[config.mk]
export PLATFORM = sky130hd
export DESIGN_NAME = dma_prog_port_flat
export DESIGN_NICKNAME = d
export VERILOG_FILES = /design/src/rtl/dma_prog_port_if.sv /design/src/rtl/dma_prog_port.sv /design/src/flat_wrapper.sv
export SDC_FILE = /design/constraint.sdc
export NUM_CORES = 1
export LEC_CHECK = 0
export CAP_MARGIN = 20
export CORE_ASPECT_RATIO = 1.25
export CORE_MARGIN = 3
export CORE_UTILIZATION = 45
export DETAILED_ROUTE_END_ITERATION = 8
export HOLD_SLACK_MARGIN = 0.08
export PLACE_DENSITY = 0.75
export SYNTH_ARGS = -nofsm -noshare
export SYNTH_HDL_FRONTEND = slang
export SYNTH_SLANG_ARGS = --single-unit
[constraint.sdc]
create_clock -name CLK -period 8.7 [get_ports CLK]
set_input_delay 2.61 -clock CLK [delete_from_list [all_inputs] [get_ports CLK]]
set_output_delay 2.61 -clock CLK [all_outputs]
set_load 0.01 [all_outputs]
[src/rtl/dma_prog_port_if.sv]
// dma_prog_port_if: host programming bus of the DMA controller.
//   master : host-side initiator (drives strobes, address, write data)
//   slave  : register port (returns read data and its drive enable)
// Signals:
//   CS_N, HLDA, IOR_N, IOW_N : chip select, hold ack, read/write strobes
//   A[3:0], DB_IN[7:0]       : register address, write data
//   DB_OUT[7:0], DB_OE       : read data and tristate enable
interface dma_prog_port_if;
  logic       CS_N;
  logic       HLDA;
  logic       IOR_N;
  logic       IOW_N;
  logic [3:0] A;
  logic [7:0] DB_IN;
  logic [7:0] DB_OUT;
  logic       DB_OE;

  modport master (
    output CS_N, HLDA, IOR_N, IOW_N, A, DB_IN,
    input  DB_OUT, DB_OE
  );

  modport slave (
    input  CS_N, HLDA, IOR_N, IOW_N, A, DB_IN,
    output DB_OUT, DB_OE
  );
endinterface

[src/rtl/dma_prog_port.sv]
// dma_prog_port: 8237-style CPU programming port of the DMA controller.
// Holds per-channel base/current address and word count, plus mode,
// command, mask and status (TC) registers; applies per-byte advances
// requested by the transfer timing unit.
// Ports:
//   CLK, RESET_N   : clock, asynchronous active-low reset
//   bus (slave)    : programming bus (see dma_prog_port_if)
//   dec_en, dec_ch : one-cycle advance request and its channel
//   cur_addr       : current address of channel dec_ch
//   mode, mask     : mode registers (ch0 in LSBs), mask bits
//   command, tc    : command register, terminal-count pulse
// Build option: DMA_PROG_READBACK_EN enables channel address/word-count
// readback; without it those reads return 0x00 and leave the byte
// pointer unchanged.
module dma_prog_port #(
  parameter int unsigned NUM_CH = 4
) (
  input  logic                CLK,
  input  logic                RESET_N,
  dma_prog_port_if.slave      bus,
  input  logic                dec_en,
  input  logic [1:0]          dec_ch,
  output logic [15:0]         cur_addr,
  output logic [8*NUM_CH-1:0] mode,
  output logic [NUM_CH-1:0]   mask,
  output logic [7:0]          command,
  output logic                tc
);

  typedef enum logic [3:0] {
    REG_CMD_STAT = 4'h8,
    REG_SMASK    = 4'hA,
    REG_MODE     = 4'hB,
    REG_CLR_FF   = 4'hC,
    REG_MCLR     = 4'hD,
    REG_MASK_ALL = 4'hF
  } reg_e;

  logic [15:0]       base_addr_q [NUM_CH];
  logic [15:0]       base_addr_d [NUM_CH];
  logic [15:0]       cur_addr_q  [NUM_CH];
  logic [15:0]       cur_addr_d  [NUM_CH];
  logic [15:0]       base_wc_q   [NUM_CH];
  logic [15:0]       base_wc_d   [NUM_CH];
  logic [15:0]       cur_wc_q    [NUM_CH];
  logic [15:0]       cur_wc_d    [NUM_CH];
  logic [7:0]        mode_q      [NUM_CH];
  logic [7:0]        mode_d      [NUM_CH];
  logic [7:0]        cmd_q, cmd_d;
  logic [NUM_CH-1:0] mask_q, mask_d;
  logic [NUM_CH-1:0] stat_q, stat_d;
  logic              ff_q, ff_d;
  logic              db_oe_q, db_oe_d;
  logic [7:0]        db_out_q, db_out_d;
  logic              tc_q, tc_d;

  // Strobe level seen on the previous edge; an access needs a high-to-low
  // transition, and reset forces "low" so a held strobe must rise first.
  logic              iow_hi_q, ior_hi_q;

  logic              prog;
  logic              wr_start;
  logic              rd_start;
  logic              mclr;
  logic [1:0]        ch;

  assign prog     = !bus.CS_N && !bus.HLDA;
  assign wr_start = prog && !bus.IOW_N && bus.IOR_N && iow_hi_q;
  assign rd_start = prog && !bus.IOR_N && bus.IOW_N && ior_hi_q;
  assign ch       = bus.A[2:1];

  function automatic logic [15:0] set_byte(input logic [15:0] w,
                                           input logic        hi,
                                           input logic [7:0]  b);
    set_byte = hi ? {b, w[7:0]} : {w[15:8], b};
  endfunction

  always_comb begin
    base_addr_d = base_addr_q;
    cur_addr_d  = cur_addr_q;
    base_wc_d   = base_wc_q;
    cur_wc_d    = cur_wc_q;
    mode_d      = mode_q;
    cmd_d       = cmd_q;
    mask_d      = mask_q;
    stat_d      = stat_q;
    ff_d        = ff_q;
    db_oe_d     = db_oe_q;
    db_out_d    = db_out_q;
    tc_d        = 1'b0;
    mclr        = 1'b0;

    // Host read; status clear is applied before the TC set below so a
    // coincident terminal count survives.
    if (rd_start) begin
      db_oe_d  = 1'b1;
      db_out_d = '0;
      if (!bus.A[3]) begin
`ifdef DMA_PROG_READBACK_EN
        if (bus.A[0]) begin
          db_out_d = ff_q ? cur_wc_q[ch][15:8] : cur_wc_q[ch][7:0];
        end else begin
          db_out_d = ff_q ? cur_addr_q[ch][15:8] : cur_addr_q[ch][7:0];
        end
        ff_d = ~ff_q;
`endif
      end else if (bus.A == REG_CMD_STAT) begin
        db_out_d = 8'(stat_q);
        stat_d   = '0;
      end
    end else if (db_oe_q && (bus.IOR_N || !prog)) begin
      db_oe_d = 1'b0;
    end

    // Transfer advance.
    if (dec_en) begin
      if (cur_wc_q[dec_ch] == '0) begin
        tc_d           = 1'b1;
        stat_d[dec_ch] = 1'b1;
      end
      if (cur_wc_q[dec_ch] == '0 && mode_q[dec_ch][4]) begin
        cur_addr_d[dec_ch] = base_addr_q[dec_ch];
        cur_wc_d[dec_ch]   = base_wc_q[dec_ch];
      end else begin
        cur_addr_d[dec_ch] = mode_q[dec_ch][5] ? cur_addr_q[dec_ch] - 16'd1
                                               : cur_addr_q[dec_ch] + 16'd1;
        cur_wc_d[dec_ch]   = cur_wc_q[dec_ch] - 16'd1;
      end
    end

    // Host write; built from the _q value so a coincident advance on the
    // same register is discarded rather than merged.
    if (wr_start) begin
      if (!bus.A[3]) begin
        ff_d = ~ff_q;
        if (bus.A[0]) begin
          base_wc_d[ch] = set_byte(base_wc_q[ch], ff_q, bus.DB_IN);
          cur_wc_d[ch]  = set_byte(cur_wc_q[ch],  ff_q, bus.DB_IN);
        end else begin
          base_addr_d[ch] = set_byte(base_addr_q[ch], ff_q, bus.DB_IN);
          cur_addr_d[ch]  = set_byte(cur_addr_q[ch],  ff_q, bus.DB_IN);
        end
      end else begin
        case (bus.A)
          REG_CMD_STAT: cmd_d                   = bus.DB_IN;
          REG_SMASK:    mask_d[bus.DB_IN[1:0]]  = bus.DB_IN[2];
          REG_MODE:     mode_d[bus.DB_IN[1:0]]  = bus.DB_IN;
          REG_CLR_FF:   ff_d                    = 1'b0;
          REG_MCLR:     mclr                    = 1'b1;
          REG_MASK_ALL: mask_d                  = bus.DB_IN[NUM_CH-1:0];
          default:      ;
        endcase
      end
    end

    // Master clear overrides everything computed above.
    if (mclr) begin
      for (int unsigned i = 0; i < NUM_CH; i++) begin
        base_addr_d[i] = '0;
        cur_addr_d[i]  = '0;
        base_wc_d[i]   = '0;
        cur_wc_d[i]    = '0;
        mode_d[i]      = '0;
      end
      cmd_d    = '0;
      mask_d   = '1;
      stat_d   = '0;
      ff_d     = 1'b0;
      db_oe_d  = 1'b0;
      db_out_d = '0;
      tc_d     = 1'b0;
    end
  end

  always_ff @(posedge CLK or negedge RESET_N) begin
    if (!RESET_N) begin
      for (int unsigned i = 0; i < NUM_CH; i++) begin
        base_addr_q[i] <= '0;
        cur_addr_q[i]  <= '0;
        base_wc_q[i]   <= '0;
        cur_wc_q[i]    <= '0;
        mode_q[i]      <= '0;
      end
      cmd_q    <= '0;
      mask_q   <= '1;
      stat_q   <= '0;
      ff_q     <= 1'b0;
      db_oe_q  <= 1'b0;
      db_out_q <= '0;
      tc_q     <= 1'b0;
    end else begin
      base_addr_q <= base_addr_d;
      cur_addr_q  <= cur_addr_d;
      base_wc_q   <= base_wc_d;
      cur_wc_q    <= cur_wc_d;
      mode_q      <= mode_d;
      cmd_q       <= cmd_d;
      mask_q      <= mask_d;
      stat_q      <= stat_d;
      ff_q        <= ff_d;
      db_oe_q     <= db_oe_d;
      db_out_q    <= db_out_d;
      tc_q        <= tc_d;
    end
  end

  always_ff @(posedge CLK or negedge RESET_N) begin
    if (!RESET_N) begin
      iow_hi_q <= 1'b0;
      ior_hi_q <= 1'b0;
    end else begin
      iow_hi_q <= bus.IOW_N;
      ior_hi_q <= bus.IOR_N;
    end
  end

  for (genvar g = 0; g < NUM_CH; g++) begin : g_mode
    assign mode[8*g +: 8] = mode_q[g];
  end

  assign cur_addr   = cur_addr_q[dec_ch];
  assign mask       = mask_q;
  assign command    = cmd_q;
  assign tc         = tc_q;
  assign bus.DB_OUT = db_out_q;
  assign bus.DB_OE  = db_oe_q;

endmodule
[src/flat_wrapper.sv]
// flat-port wrapper written by rule: the top's interface ports become plain ports
module dma_prog_port_flat 
#(
  parameter int unsigned NUM_CH = 4
)
  (CLK, RESET_N, dec_en, dec_ch, cur_addr, mode, mask, command, tc, bus_CS_N, bus_HLDA, bus_IOR_N, bus_IOW_N, bus_A, bus_DB_IN, bus_DB_OUT, bus_DB_OE);
  dma_prog_port_if bus_i ();
  input  logic CLK;
  input  logic RESET_N;
  input  logic dec_en;
  input  logic [1:0] dec_ch;
  output logic [15:0] cur_addr;
  output logic [8*NUM_CH-1:0] mode;
  output logic [NUM_CH-1:0] mask;
  output logic [7:0] command;
  output logic tc;
  input wire logic [$bits(bus_i.CS_N)-1:0] bus_CS_N;
  input wire logic [$bits(bus_i.HLDA)-1:0] bus_HLDA;
  input wire logic [$bits(bus_i.IOR_N)-1:0] bus_IOR_N;
  input wire logic [$bits(bus_i.IOW_N)-1:0] bus_IOW_N;
  input wire logic [$bits(bus_i.A)-1:0] bus_A;
  input wire logic [$bits(bus_i.DB_IN)-1:0] bus_DB_IN;
  output wire logic [$bits(bus_i.DB_OUT)-1:0] bus_DB_OUT;
  output wire logic [$bits(bus_i.DB_OE)-1:0] bus_DB_OE;
  assign bus_i.CS_N = bus_CS_N;
  assign bus_i.HLDA = bus_HLDA;
  assign bus_i.IOR_N = bus_IOR_N;
  assign bus_i.IOW_N = bus_IOW_N;
  assign bus_i.A = bus_A;
  assign bus_i.DB_IN = bus_DB_IN;
  assign bus_DB_OUT = bus_i.DB_OUT;
  assign bus_DB_OE = bus_i.DB_OE;
  dma_prog_port #(.NUM_CH(NUM_CH)) u_core (.CLK(CLK), .RESET_N(RESET_N), .bus(bus_i), .dec_en(dec_en), .dec_ch(dec_ch), .cur_addr(cur_addr), .mode(mode), .mask(mask), .command(command), .tc(tc));
endmodule
# Word-level counts from Yosys, hierarchy flattened
# Cells that the tools add are included.
[classes] add_sub_neg=3 magnitude_cmp=10 n_eq_ne=9 muxes=107 n_bitwise=5 reduce_logical=35
[ops] cell="$mux 64" count=20
[ops] cell="$bwmux 64" count=8
[ops] cell="$mux 16" count=23
[ops] cell="$bmux 16 s2" count=8
[ops] cell="$mux 32" count=4
[ops] cell="$demux 16 s2" count=2
[ops] cell="$mux 8" count=8
[ops] cell="$mux 4" count=10
[ops] cell="$bwmux 32" count=1
[ops] cell="$sub 16x1->16 const B" count=2
[ops] cell="$eq 4x4->1 const B" count=6
[ops] cell="$add 16x1->16 const B" count=1
[ops] cell="$bmux 8 s2" count=1
[ops] cell="$demux 8 s2" count=1
[ops] cell="$logic_not 16->1" count=1
[ops] cell="$mux 1" count=15
[ops] cell="$reduce_and 3->1" count=5
[ops] cell="$logic_and 1x1->1" count=14
[ops] cell="$mux 6" count=2
[ops] cell="$reduce_bool 2->1" count=6
[ops] cell="$ge 3x3->1 const B" count=3
[ops] cell="$lt 3x1->1 const B" count=3
[ops] cell="$not 2->3" count=3
[ops] cell="$pmux 4 s2" count=1
[ops] cell="other kinds (12)" count=21
[totals] regBits=317 output_inout_bits=70 word_cells=198

# Longest topological paths before layout
[logic_depth] depth_word=14 mapped_depth=15

# Worst setup path before layout
# OpenSTA, ideal clock, no wires.
[synth_path] path_type="input port to output port" from="input port dec_ch[0]" to="output port cur_addr[1]" arrival_time_ns=5.024 t_required_ns=6.090 path_slack_ns=1.066 path_stages=6 n_path_buf=5 cell_sequence="buf_6 > buf_6 > buf_1 > clkbuf_1 > buf_1 > mux4_2"
[synth_between] elab_chain_cells=4
[synth_rtl] item="start, declared" line_no="flat_wrapper.sv:11" rtl="input logic [1:0] dec_ch;"
[synth_rtl] item="$not 2->3 (not written as such)" line_no="dma_prog_port.sv:221" rtl="assign cur_addr = cur_addr_q[dec_ch];"
[synth_rtl] item="$bmux 16 s2" line_no="dma_prog_port.sv:221"
[synth_rtl] item="$mux 16 (not written as such) (2 in series)" line_no="dma_prog_port.sv:221"
[synth_rtl] item="end, declared" line_no="flat_wrapper.sv:12" rtl="output logic [15:0] cur_addr;"
# Every way passes these cells. The select of a mux whose other input is x is not followed.

# Worst setup path after layout
[layout_path] from="input port dec_ch[1]" to="output port cur_addr[4]"
# The elaborated chain is that of the path after synthesis.

==> flow_summary.toml <==
[status]
outcome = "finished, final reports clean"

[setup_path]
critical_path_depth = 4
crit_chain = "buf_2 -> buf_4 -> mux4_2 -> clkdlybuf4s50_1"
worstPathRequired_ns = 6.09
r2r-start = "u_core.mode[29]"
critical_path_class = "input port to output pin"
worstSetupStartpointType = "input port"
crit_buf_inv = 3
end_kind = "output pin"
slowest_delay_ns = 0.56
slowest_stage = "clkdlybuf4s50_1"
crit_family = "buffers and inverters"
cp_max_fo = 18
worstPathArrival_ns = 4.44
cp-startpoint = "dec_ch[1]"
reg2regPathDepth = 10

[yosys]
synth_area_leaders = "dfrtp_1 (43%), mux4_2 (15%), o21ai_0 (4.5%), nand2_1 (4.3%), a21oi_1 (4.1%)"
synthDistinctLibCells = 76
synthAdderAreaFrac_pct = 1.23
muxShareOfSynthArea_pct = 18.3
synth_warnings = 0
synth_compound_area_share_pct = 18.9
ys.flop_type = "dfrtp_1"
synthArstFlopShare_pct = 100
synth_area_leader_cell = "dfrtp_1"
synthSimpleGateAreaFrac_pct = 12.9
synth.avg_cell_area_um2 = 10.1
syn_area_um2 = 17900
synth_xor_area_share_pct = 1.12
synth-edff-count = 0
synth_top_family_by_area = "compound AO/OA/AOI/OAI gates"
synth_top_cell_area_share_pct = 43.0
ys_seq_area_share_pct = 43.6
synth-seq-cells = 312
synth_cells = 1773

[floorplanning]
die_area_um2 = 42300
rows = 81
pin_count = 91
die_h_um = 229
start_util_pct = 45.7
die_w_um = 184
core_um2 = 39200

[layout]
final_common_cell = "dfrtp_1"
drive_gt1_share_pct = 14.5
fill_cells = 3340
fin_nets = 1832
final_cell_mix = "dfrtp_1 (307), nand2_1 (207), nor2_1 (187)"
syn2layout_area_growth_pct = 13.5

[clock_tree]
clkLatencyLatePin_ns = 0.54
clk_pin_slew_ns = 0.06
cts_resized = 0
cts_tree = "done"
numCtsBuffers = 35
root_buffer = "clkbuf_16"
cts_max_path_buffers = 3
cts_num_sinks = 312
cts_hold_buf = 0
postCtsSetupRepairBufs = 0
h-tree-depth = 2

[global_routing]
first_global_vias = 16400
grt_max_degree = 149
grt.total_usage_pct = 28.6
grt_antenna_before_repair = 3
grt_pass1_wl_mm = 94.4
grt.overflow.total = 0

[sta]
setup_viol = 0
setup_tns_ns = 0
layout_min_cycle_time_ns = 7.05
slew-limit-headroom_pct = 24.2
slew_viol_final = 0
clock.fmax_ghz = 0.142
report.final.hold_viol_count = 0
worstMarginPinSlew_ns = 1.13
fin_skew_ns = 0.0281
min_period_over_period_pct = 81.0
rsz0062_at_grt = "no"
hold_slack_ns = 0.479

[placed_design]
dp_hpwl_mm = 37.6
gp_congestion = 0.915
io_buffers = 86

[hold_path]
hp-start = "u_core.mode[8]"
hold_depth = 1
hold_path.class = "flip-flop to flip-flop"

[detailed_routing]
wl_per_cell_um = 26.3
drtPass1Iterations = 8
wirelength_mm = 60.9
drt_iter0_drc = 2017
antenna_left = 0
post-route-drc-count = 0
via_per_inst = 6.91
dr_total_vias = 16000

[power_and_ir_drop]
p_leak_nw = 8.63
ir_drop_mv = 0.149
pwr_density_cell_nw_per_um2 = 240

[run]
maxCapViolCount = 0
[synth_stat cells, types with 4 or more instances]
master	count
mux2i_1	42
mux4_1	4
dfrtp_1	308
buf_1	17
nand3_1	22
a31oi_1	27
o211ai_1	7
o21a_1	4
a211oi_1	43
buf_4	6
or4_1	4
inv_1	15
a21o_1	13
xnor2_1	14
xor2_1	9
nand2_1	207
clkbuf_1	117
ha_1	16
nor2b_1	10
nor2_1	189
nand2b_1	14
dfstp_2	4
o32ai_1	6
nor4_1	4
or2_2	4
buf_6	4
o311ai_0	4
mux4_2	118
mux2_2	6
a22o_1	60
o21ai_0	162
o21ai_1	14
and3_1	7
a21oi_1	146
or3_1	12
o31ai_1	4
nor3_1	20
buf_2	9
o22ai_1	42
and2_1	11
[report_power, final]
part / total, mW / switching [mW] / leakage (nW) / internal, mW
combinational: 1.47 / 0.816 / 3.94 / 0.655
clock: 1.47 / 0.617 / 0.547 / 0.851
sequential: 1.94 / 0.226 / 4.14 / 1.71
[metal layers]
metal,vias to the layer above,global-route usage [%],part of all wire (%)
li1,6603,-,-
met1,7789,35.5,35
met2,1278,44.1,45
met3,332,7.31,12
met4,2,19.1,7.6
met5,-,0,0.025
[through the flow]
| step | utilization, % | area, µm² | cells | setup WS [ns] | total power, mW |
|---|---|---|---|---|---|
| final | 51.8 | 20300 | 2315 | 1.65 | 4.88 |
| after global routing | 51.8 | 20300 | 2315 | 1.58 | 5.10 |
| after CTS | 51.7 | 20300 | 2311 | 1.68 | 4.84 |
| after detailed placement | 48.9 | 19200 | 2252 | 1.69 | 3.38 |
| after global placement | 48.9 | 19200 | 2251 | 1.71 | 3.31 |
| after floorplan | - | 17900 | 1776 | 1.07 | 2.93 |
[layout make-up]
type / count / area, µm² / share of cell area [%]
multi-input cells: 1296 / 9480 / 46.6
repair buffers: 134 / 1250 / 6.17
diodes: 1 / 2.50 / 0.0123
inverters: 15 / 56.3 / 0.277
clock buffers: 48 / 985 / 4.84
well taps: 498 / 623 / 3.06
clock inverters: 11 / 116 / 0.572
flip-flops and latches: 312 / 7820 / 38.4
[worst reg2reg max path, stage by stage, from the launching register on]
cell and delay (ns):
dfrtp_1 0.43, mux4_2 0.77, ha_1 0.47, o21ai_0 0.41, o21ai_0 0.24, a2111oi_0 0.64
nor3_1 0.19, a31oi_1 0.36, mux2i_4 0.35, o2bb2ai_1 0.16, o22ai_1 0.11
[worst paths after layout]
kind	endpoint	slack [ns]
worst max-delay path	cur_addr[4]	1.65
worst min-delay path	u_core.mode[8]	0.48
worst max register to register	u_core.cur_addr_q[62]	4.39
max in group asynchronous	u_core.cur_addr_q[48]	5.26
min in group asynchronous	u_core.base_wc_q[46]	2.14
worst min register to register	u_core.mode[8]	0.48
[registers in the layout (all words and copies together), names as in the netlist, 8 cells and up]
name                flops
u_core.base_addr_q     64
u_core.command          8
u_core.base_wc_q       64
u_core.cur_addr_q      64
u_core.cur_wc_q        64
u_core.mode            31
[logic make-up after synthesis]
family / count (synthesis)
AO/OA/AOI/OAI: 555
other: 1
AND/OR/NAND/NOR: 525
buffers and inverters: 168
multiplexers: 172
XOR/XNOR: 23
adder cells (fa/ha/maj): 17
flip-flops: 312
No activity file was read; power rests on OpenSTA's default activity.
